==> src/rtl/uart_pkg.sv <==
// uart_pkg: shared constants and state encoding for the UART receive path.
//   OVERSAMPLE  ticks per bit period
//   HALF_BIT    ticks from the start edge to the start-bit centre
//   DATA_W      payload width
//   uart_rx_state_e  receiver FSM states (PARITY is only entered when
//                    UART_RX_PARITY_EN is defined)
package uart_pkg;
  localparam int OVERSAMPLE = 16;
  localparam int HALF_BIT   = 8;
  localparam int DATA_W     = 8;

  typedef enum logic [2:0] {
    IDLE,
    START,
    DATA,
    PARITY,
    STOP,
    WAIT_IDLE
  } uart_rx_state_e;
endpackage

==> src/rtl/uart_baud_tick.sv <==
// uart_baud_tick: oversample tick generator.
//   clk    system clock
//   rst    asynchronous active-low reset
//   clear  restart the count so the tick phase follows the start edge
//   tick   1-cycle pulse every CLKS_PER_TICK clocks
module uart_baud_tick #(
  parameter int CLKS_PER_TICK = 54
) (
  input  logic clk,
  input  logic rst,
  input  logic clear,
  output logic tick
);
  localparam int CW = (CLKS_PER_TICK > 1) ? $clog2(CLKS_PER_TICK) : 1;
  localparam logic [CW-1:0] TERM = CW'(CLKS_PER_TICK - 1);

  logic [CW-1:0] cnt;

  always_ff @(posedge clk or negedge rst) begin
    if (!rst)                     cnt <= '0;
    else if (clear || cnt == TERM) cnt <= '0;
    else                          cnt <= cnt + 1'b1;
  end

  assign tick = (cnt == TERM) && !clear;
endmodule

==> src/rtl/uart_rx_axis.sv <==
// uart_rx_axis: 16x oversampled UART receiver with a one-byte AXI-Stream
// output register.
//   clk, rst          system clock, asynchronous active-low reset
//   uart_rxd          asynchronous serial input, idle high
//   m_axis_tdata/tvalid/tready  received byte stream
//   frame_err         1-cycle pulse: stop bit sampled low
//   parity_err        1-cycle pulse: even parity mismatch (0 unless built
//                     with UART_RX_PARITY_EN)
//   overrun_err       1-cycle pulse: byte dropped, output register full
// Build option: define UART_RX_PARITY_EN for 8E1 frames (default 8N1).
module uart_rx_axis
  import uart_pkg::*;
#(
  parameter int CLKS_PER_TICK = 54
) (
  input  logic              clk,
  input  logic              rst,
  input  logic              uart_rxd,
  output logic [DATA_W-1:0] m_axis_tdata,
  output logic              m_axis_tvalid,
  input  logic              m_axis_tready,
  output logic              frame_err,
  output logic              parity_err,
  output logic              overrun_err
);
  uart_rx_state_e state, state_nxt;

  logic              rxd_meta, rxd_s;
  logic              tick, tick_clr;
  logic [3:0]        os_cnt;
  logic [2:0]        bit_cnt;
  logic [DATA_W-1:0] shift;
  logic              os_clr, sample, deliver, frame_hit;
  logic              os_half, os_last;
  logic              par_bad;

  always_ff @(posedge clk or negedge rst) begin
    if (!rst) begin
      rxd_meta <= 1'b1;
      rxd_s    <= 1'b1;
    end else begin
      rxd_meta <= uart_rxd;
      rxd_s    <= rxd_meta;
    end
  end

  uart_baud_tick #(.CLKS_PER_TICK(CLKS_PER_TICK)) u_tick (
    .clk   (clk),
    .rst   (rst),
    .clear (tick_clr),
    .tick  (tick)
  );

  assign os_half = tick && (os_cnt == 4'(HALF_BIT - 1));
  assign os_last = tick && (os_cnt == 4'(OVERSAMPLE - 1));

`ifdef UART_RX_PARITY_EN
  logic par_hit;
`endif

  always_comb begin
    state_nxt = state;
    tick_clr  = 1'b0;
    os_clr    = 1'b0;
    sample    = 1'b0;
    deliver   = 1'b0;
    frame_hit = 1'b0;
`ifdef UART_RX_PARITY_EN
    par_hit   = 1'b0;
`endif
    case (state)
      IDLE: if (!rxd_s) begin
        tick_clr  = 1'b1;
        os_clr    = 1'b1;
        state_nxt = START;
      end
      // Re-check the line at mid start bit; a high here is a glitch.
      START: if (os_half) begin
        os_clr    = 1'b1;
        state_nxt = rxd_s ? IDLE : DATA;
      end
      DATA: if (os_last) begin
        sample = 1'b1;
        if (bit_cnt == 3'd7) begin
`ifdef UART_RX_PARITY_EN
          state_nxt = PARITY;
`else
          state_nxt = STOP;
`endif
        end
      end
`ifdef UART_RX_PARITY_EN
      PARITY: if (os_last) begin
        par_hit   = (rxd_s != ^shift);
        state_nxt = STOP;
      end
`endif
      // Returning to IDLE at mid stop bit lets a back-to-back start edge
      // be seen on time.
      STOP: if (os_last) begin
        if (rxd_s) begin
          deliver   = !par_bad;
          state_nxt = IDLE;
        end else begin
          frame_hit = 1'b1;
          state_nxt = WAIT_IDLE;
        end
      end
      // A held-low line (break) reports once, then waits for idle.
      WAIT_IDLE: if (rxd_s) state_nxt = IDLE;
      default: state_nxt = IDLE;
    endcase
  end

  always_ff @(posedge clk or negedge rst) begin
    if (!rst) state <= IDLE;
    else      state <= state_nxt;
  end

  always_ff @(posedge clk or negedge rst) begin
    if (!rst) begin
      os_cnt  <= '0;
      bit_cnt <= '0;
      shift   <= '0;
    end else begin
      if (os_clr)    os_cnt <= '0;
      else if (tick) os_cnt <= os_cnt + 1'b1;
      if (os_clr)    bit_cnt <= '0;
      else if (sample) begin
        shift[bit_cnt] <= rxd_s;
        bit_cnt        <= bit_cnt + 1'b1;
      end
    end
  end

`ifdef UART_RX_PARITY_EN
  // par_bad remembers the mismatch until the stop sample drops the byte.
  always_ff @(posedge clk or negedge rst) begin
    if (!rst) begin
      par_bad    <= 1'b0;
      parity_err <= 1'b0;
    end else begin
      parity_err <= par_hit;
      if (tick_clr)     par_bad <= 1'b0;
      else if (par_hit) par_bad <= 1'b1;
    end
  end
`else
  assign par_bad    = 1'b0;
  assign parity_err = 1'b0;
`endif

  always_ff @(posedge clk or negedge rst) begin
    if (!rst) begin
      m_axis_tdata  <= '0;
      m_axis_tvalid <= 1'b0;
      frame_err     <= 1'b0;
      overrun_err   <= 1'b0;
    end else begin
      frame_err   <= frame_hit;
      overrun_err <= deliver && m_axis_tvalid && !m_axis_tready;
      // A same-cycle accept frees the register for the incoming byte.
      if (deliver && (!m_axis_tvalid || m_axis_tready)) begin
        m_axis_tdata  <= shift;
        m_axis_tvalid <= 1'b1;
      end else if (m_axis_tready) begin
        m_axis_tvalid <= 1'b0;
      end
    end
  end
endmodule

==> config.mk <==
export PLATFORM = sky130hd
export DESIGN_NAME = uart_rx_axis
export DESIGN_NICKNAME = d
export VERILOG_FILES = /design/src/rtl/uart_pkg.sv /design/src/rtl/uart_baud_tick.sv /design/src/rtl/uart_rx_axis.sv
export SDC_FILE = /design/constraint.sdc
export NUM_CORES = 1
export LEC_CHECK = 0
export ABC_AREA = 0
export BUFFER_PORTS_ARGS = -buffer_cell sky130_fd_sc_hd__clkbuf_2
export CORE_MARGIN = 2
export CORE_UTILIZATION = 50
export CTS_CLUSTER_DIAMETER = 200
export DETAILED_ROUTE_END_ITERATION = 16
export GPL_ROUTABILITY_DRIVEN = 0
export PLACE_DENSITY = 0.67
export RECOVER_POWER = 25
export SLEW_MARGIN = 25
export SYNTH_ARGS = -nofsm -noshare
export SYNTH_HDL_FRONTEND = slang
export SYNTH_SLANG_ARGS = --single-unit
==> constraint.sdc <==
create_clock -name clk -period 4.3 [get_ports clk]
set_input_delay 0.645 -clock clk [delete_from_list [all_inputs] [get_ports clk]]
set_output_delay 0.645 -clock clk [all_outputs]
set_load 0.02 [all_outputs]
==> results of run 1 <==
## path summary, 6_finish.rpt
check	depth (start not counted)	end
min in group asynchronous	1	overrun_err$_DFF_PN0_
max in group asynchronous	1	os_cnt[3]$_DFFE_PN0P_
worst min-delay path	0	rxd_s$_DFF_PN1_
worst max-delay path	6	shift[4]$_DFFE_PN0P_
worst min register to register	0	rxd_s$_DFF_PN1_
worst max register to register	6	shift[4]$_DFFE_PN0P_
## layout make-up
type	instances	area share
Inverter	5	0.00961
Clock buffer	7	0.0282
Sequential cell	37	0.475
Multi-Input combinational cell	110	0.407
Timing Repair Buffer	14	0.0352
Clock inverter	1	0.0154
Tap cell	46	0.0295
## layer usage
metal / up-vias / track usage / wire [um]
met2: 30 / 0.295 / 1480
met5: - / 0 / 0
met3: 8 / 0.0375 / 114
li1: 594 / - / -
met4: 0 / 0.0897 / 74
met1: 588 / 0.226 / 1410
## placed cells by master (no fill, tap or decap), drive strengths merged, types with 4 or more instances in the layout
| cell | count |
|---|---|
| nand2 | 11 |
| inv | 5 |
| dfrtp | 35 |
| nand3 | 8 |
| nor4 | 7 |
| clkbuf | 21 |
| nor3 | 7 |
| nor2 | 17 |
| nand2b | 4 |
| ha | 5 |
| o21ai | 4 |
| mux2 | 16 |
## metrics by stage
stage	hold slack, ns	instances	util	total power [uW]	worst slack [ns]
2_1_floorplan	0.345	160	-	360	2.18
3_3_place_gp	0.347	212	0.556	368	2.09
3_5_place_dp	0.347	212	0.556	368	2.03
4_1_cts	0.362	220	0.581	622	2.01
5_1_grt	0.365	220	0.581	639	1.88
6_report	0.361	220	0.581	616	2.01
## synthesized netlist by cell type, drive strengths merged
library cell  instances  share of area
conb                  1         0.0021
o41a                  1         0.0063
nand4                 3          0.011
ha                    5          0.035
xnor2                 3          0.015
nand3b                1         0.0042
or4                   1         0.0042
nor4                  7          0.032
inv                   5          0.011
dfrtp                35           0.49
clkbuf                2         0.0042
nand2                11          0.023
buf                   6          0.016
o31ai                 2         0.0084
a32o                  1         0.0056
and2                  1         0.0035
a21oi                 2         0.0056
nor2b                 1         0.0035
o2bb2ai               1         0.0049
nand2b                4          0.014
dfstp                 2          0.030
and4                  1         0.0049
and3b                 1         0.0049
a31o                  1         0.0049
or3b                  1         0.0063
xor2                  3          0.015
nor2                 17          0.036
and3                  1         0.0035
nand3                 8          0.023
a21o                  1         0.0042
nor3                  7          0.023
nor4b                 2          0.022
nand4b                2         0.0099
mux2                 16           0.10
o21ai                 4          0.011
## kinds of logic (layout without fill, tap and decap cells)
kind of cell	Yosys count	after routing	synth area share
muxes	16	16	0.101
other	1	1	0.00211
AOI/OAI and AO/OA	13	13	0.0514
adders and majority gates	5	5	0.0352
and+or+nand+nor	69	69	0.227
buffers and inverters	13	27	0.0310
xor gates and xnor gates	6	6	0.0296
DFF	37	37	0.522
## registers in the layout, summed over array words and instances (netlist names), 3 cells and up
name          cells
u_tick.cnt        6
shift             8
bit_cnt           3
os_cnt            4
m_axis_tdata      8
state             3
## power by group through the flow
stage               Sequential (uW)  Combinational, uW  Clock (uW)
finish                          352               8.88         255
global route                    352               11.0         276
CTS                             352               9.82         261
detailed placement              358               9.79           0
global placement                358               9.46           0
floorplan                       357               3.24           0
==> flow_results.org, run 1 <==
** Status
- The flow ran to the end, but the final reports show violations.
- The final reports fail on capacitance limit, slew limit.

** Worst hold path
- Class of the tightest hold or removal check :: flop to flop
- The startpoint identified for the worst hold timing path is rxd_meta$_DFF_PN1_.

** Clock network
- TritonCTS buffer count :: 5
- The clock reaches the later pin of the worst-skew pair after 0.35 ns.
- TritonCTS built the clock tree.
- Root buffer selected by CTS :: clkbuf_4
- # H-tree levels :: 2
- In this run, post-CTS hold repair placed 0 buffers.
- Buffer count from post-CTS setup fixing :: 0
- Clock-pin slew reported for the worst setup and hold paths after clock tree synthesis :: 0.11 ns
- Maximum count of clock buffers along a single path :: 2
- The number of gates resized after CTS was 0.
- Sinks on Clock Net :: 37

** STA
- Between clock sinks in the finished design, the worst skew comes to 0.0130 ns.
- Static timing analysis puts the maximum clock frequency at 0.437 GHz.
- Final hold violation count :: 0
- For the finished layout, the period the worst path requires is 2.29 ns.
- Setup violations remaining at the end of the flow were counted as 0.
- Total negative slack for setup checks :: 0 ns
- RSZ-0062 raised after global routing :: false
- Worst max-slew margin expressed relative to the limit :: -0.253
- Slew at the pin closest to its max-slew limit :: 1.88 ns
- The final-report max-slew violation count is 38.
- Tcrit/Tclk final :: 0.532

** Setup path
- The number of buffers and inverters on the critical path is 1.
- The slowest stage of the critical path belongs to the cell or4_1.
- Maximum net fanout on the critical path :: 8
- Crit path launch :: u_tick.cnt[1]$_DFF_PN0_
- Start-to-end type of the worst setup path :: flop to flop
- STA classifies the critical path endpoint as a flop.
- Signal arrival time at the worst endpoint :: 2.53 ns
- The worst setup path is launched from a flop.
- Data required time at the worst endpoint :: 4.54 ns
- R2R setup slack :: 2.01 ns
- CP cell instances :: inv_1 > ha_1 > nand2_1 > or4_1 > nor4b_4 > mux2_1
- Startpoint of the lowest-slack register-to-register path :: u_tick.cnt[1]$_DFF_PN0_
- Largest delay contributor family on the critical path :: simple AND/OR/NAND/NOR gates
- On the worst path, the slowest cell contributes a delay of 0.74 ns.

** Finish
- Area of all sequential standard cells :: 928 sq um
- Fill count :: 313
- 0 antenna diodes ended up in the layout.
- Fraction of layout instances using a drive strength above 1 :: 0.161
- The area growth from synthesis to layout is 9.85%.
- The final layout contains 182 nets.
- Layout Cell Area excl Fill :: 1950 sq um
- Area of combinational cells with multiple inputs :: 795 sq um

** Place
- In this run the tool buffered the top-level ports with 14 buffer cells.
- Once placement finished, the instance area stood at 1870 sq um.
- Half-perimeter wire length of the detailed placement result :: 2140 um

** Yosys
- Counting flops and latches in the post-synthesis netlist gives 37.
- The number of nets handed over by synthesis was 169.
- The mapped netlist covers 1780 sq um.
- Part of the Yosys area used for sequential elements :: 0.522
- Avg Inst Size Synth :: 11.1 sq um
- Number of instances in the synthesized netlist :: 160
- Yosys warnings :: 0
- In this run, distinct cell masters in the synthesized netlist total 40.

** Pwr
- VDD sags by at most 0.167 mV.
- Sw Ratio :: 0.204
- Of the total power, combinational logic draws 0.014.
- The share of total power dissipated in sequential elements is 0.571.
- Internal power comes to 490 uW.
- Summed over all cells, the static leakage comes to 0.000923 uW.
- Power spent charging and discharging nets :: 126 uW
- Power per Cell Area :: 315 nW/um^2
- The share of total power dissipated in the clock network is 0.414.

** Global route
- The number of antenna violations at the first check in global routing is 0.
- The total overflow left after global routing is 0.
- The first global-routing pass estimated 5590 um of wire.
- In the global route stage, overall resource usage came out at 0.180.
- Via count of the first global-routing pass :: 1210
- Largest net degree at the start of global routing :: 38

** Drt
- Post-route antenna net violation count :: 0
- Drt pass-1 iters :: 4
- For this block, the via count after detailed routing is 1220.
- In the final routed layout, each cell accounts on average for 14.0 um.
- Drt via density :: 5.55
- For this block, the initial DRC count from the detailed router was 81.
- After detailed routing, the total wire length is 3080 um.
- Residual DRC :: 0

** Floorplanning
- The floorplan step defined a die boundary enclosing 4050 sq um.
- Pin placement for this block handled 16 I/O pins.
- Vertical die dimension :: 63.6 um
- The region available for standard cell placement spans 3360 sq um.
- The initialized floorplan defines 21 standard-cell rows.
- Starting density of the core :: 0.529
- Measured along the x axis, the die boundary spans 63.6 um.

** Job
- Across the run, the number of max-cap violations was 1.
Note: power is estimated with default switching activity, not from simulation.
==> run 2, diff against run 1 <==
clock period = 2.4 ns   (was 4.3 ns; I/O delays follow)
==> flow_results.org, run 2 (same netlist as run 1, synthesis figures left out) <==
** Global route
- The total overflow left after global routing is 0.
- Global-route wire length before repair :: 5620 um
- The number of antenna violations at the first check in global routing was 0.
- Largest net degree at the start of global routing :: 38
- GRT Util Overall :: 0.181
- Via count of the first global-routing pass :: 1209

** STA
- Maximum clock rate :: 0.444 GHz
- The final-report max-slew violation count was 38.
- Setup total negative slack on the finished layout was measured at 0 ns.
- Final hold violation count :: 0
- Number of setup violations in the final report :: 0
- Tcrit/Tclk final :: 0.938
- On the final layout, the worst clock skew is 0.0153 ns.
- Final critical-path required period :: 2.25 ns
- RSZ-0062 raised after global routing :: false
- Worst Hold Slack :: 0.0988 ns
- In the post-route analysis, the smallest setup slack over all paths is 0.150 ns.
- Measured against its own limit, the worst slew margin works out to -0.298.
- For the pin with the worst max-slew slack, the measured transition is 1.95 ns.

** Floorplanning
- The floorplan has 21 rows.
- The die covers 4050 sq um.
- The floorplan step defined a core boundary enclosing 3360 sq um.
- Ports :: 16
- Chip Width :: 63.6 um
- Starting density of the core :: 0.529
- The die is 63.6 um tall.

** Drt
- DRT Wirelength :: 3150 um
- The count of nets left with antenna violations once routing finished came out at 0.
- Drt via density :: 5.47
- For this run, the detailed router's first-pass iteration total came to 4.
- Residual DRC :: 0
- Drt wl/cell :: 13.9 um
- The routed layout has 1237 vias.
- DR iter-0 viols :: 89

** Worst hold path
- For hold timing, the worst endpoint is rxd_meta$_DFF_PN1_.
- Class of the tightest hold or removal check :: input pin to flop
- The startpoint identified for the worst hold timing path is uart_rxd.
- Along the worst hold path, the cell count comes to 1.

** Setup path
- For the worst flop-to-flop path, the logic depth is 4.
- CP cell instances :: or3b_4 > or4_1 > nor4b_2 > mux2_1
- STA classifies the critical path endpoint as a flop.
- Critical register-to-register path endpoint :: shift[2]$_DFFE_PN0P_
- Buffers and inverters on the worst path :: 0
- The largest single stage delay on the critical path is 0.57 ns.
- Largest delay contributor family on the critical path :: simple AND/OR/NAND/NOR gates
- Across all register-to-register paths, the minimum setup slack is 0.15 ns.
- Critical path's slowest cell :: or4_1
- Start-to-end type of the worst setup path :: flop to flop
- Type of element launching the critical path :: flop
- The startpoint identified for the worst register-to-register timing path is state[0]$_DFFE_PN0P_.
- Data required time at the worst endpoint :: 2.63 ns
- Signal arrival time at the worst endpoint :: 2.48 ns
- Of all nets on the critical path, the largest fanout is 10.

** Finish
- Final layout net count :: 188
- Final cell utilization of the core :: 0.594
- Area of combinational cells with multiple inputs :: 795 sq um
- Antenna Diode Count :: 0
- Fraction of layout instances using a drive strength above 1 :: 0.189
- Leading cell type in the layout, fill and taps excluded :: dfrtp_1
- Largest registers :: m_axis_tdata x8, shift x8, u_tick.cnt x6
- Leaving out fill and tap cells, the most frequent cells in the layout are dfrtp_1 (35), nor2_1 (17), mux2_1 (16).
- Area of all sequential standard cells :: 928 sq um
- Layout overhead on the synthesized area :: 12.4%
- The layout has 301 filler cells.

** Clock network
- Buffer count from post-CTS setup fixing :: 0
- Number of cells upsized or downsized after cts :: 0
- Sinks on Clock Net :: 37
- Maximum count of clock buffers along a single path :: 2
- Buffers inserted during clock tree synthesis total 5.
- CTS Hold Buffers Added :: 0
- # H-tree levels :: 2
- Clock tree from TritonCTS :: done
- For the worst-skew pair, the clock arrives at the later sink with an insertion delay of 0.35 ns.
- Clock-pin slew was measured on the worst setup and hold paths at 0.12 ns.
- The tree is rooted in a clkbuf_4.

** Place
- Summed over all nets, the half-perimeter wirelength after detailed placement is 2190 um.
- Buffers on Ports :: 14
- Post-Place Worst Slack :: 0.165 ns

** Status
- The flow ran to the end, but the final reports show violations.
- The final reports fail on capacitance limit, slew limit.

** Job
- Max-cap violations in this run came to 1.

** Pwr
- IR analysis of the VDD net gives a maximum drop of 0.414 mV.
- Summed over all cells, the static leakage comes to 0.000952 uW.
- For this design the ratio of total power to cell area is 552 nW/um^2.
## run 2: changes by cell type in the layout (fill, tap and decap cells not counted), sizes merged
cell,previous run,this run
buf,0,6
## run 2: area by class of cell
cell class | count | share of cell area
sequential | 37 | 0.465
multi-input combinational | 110 | 0.398
timing repair buffer | 20 | 0.0570
tap | 46 | 0.0288
clock buffer | 7 | 0.0276
clock inverter | 1 | 0.0150
inverter | 5 | 0.00939
## run 2: per-stage QoR
stage               instances  area [sq um]  power, uW
finish                    226          2000       1100
global route              226          2000       1140
CTS                       226          2000       1110
detailed placement        218          1910        660
global placement          218          1910        659
floorplan                 160          1780        645
## run 2: where the power goes
part           leakage [uW]  switching (uW)  internal, uW  total [uW]
combinational      0.000411            13.9          2.45        16.4
clock             0.0000455             208           249         457
sequential         0.000495            3.88           626         630
total              0.000952             226           878        1100
## run 2: worst max-delay path by stage
stage / from / endpoint / slack, ns / cells after the start
after global routing: state[0]$_DFFE_PN0P_ / shift[6]$_DFFE_PN0P_ / 0.04 / 4
after floorplan: state[0]$_DFFE_PN0P_ / shift[4]$_DFFE_PN0P_ / 0.28 / 6
after detailed placement: state[0]$_DFFE_PN0P_ / shift[4]$_DFFE_PN0P_ / 0.16 / 4
after global placement: state[0]$_DFFE_PN0P_ / shift[4]$_DFFE_PN0P_ / 0.23 / 4
after CTS: state[0]$_DFFE_PN0P_ / shift[4]$_DFFE_PN0P_ / 0.15 / 4
final: state[0]$_DFFE_PN0P_ / shift[2]$_DFFE_PN0P_ / 0.15 / 4
## run 2: per-layer routing
metal,part of all wire,vias to the layer above,GRT usage
li1,-,602,-
met1,0.48,606,0.237
met2,0.46,24,0.274
met3,0.037,5,0.0554
met4,0.019,0,0.0897
met5,0,-,0
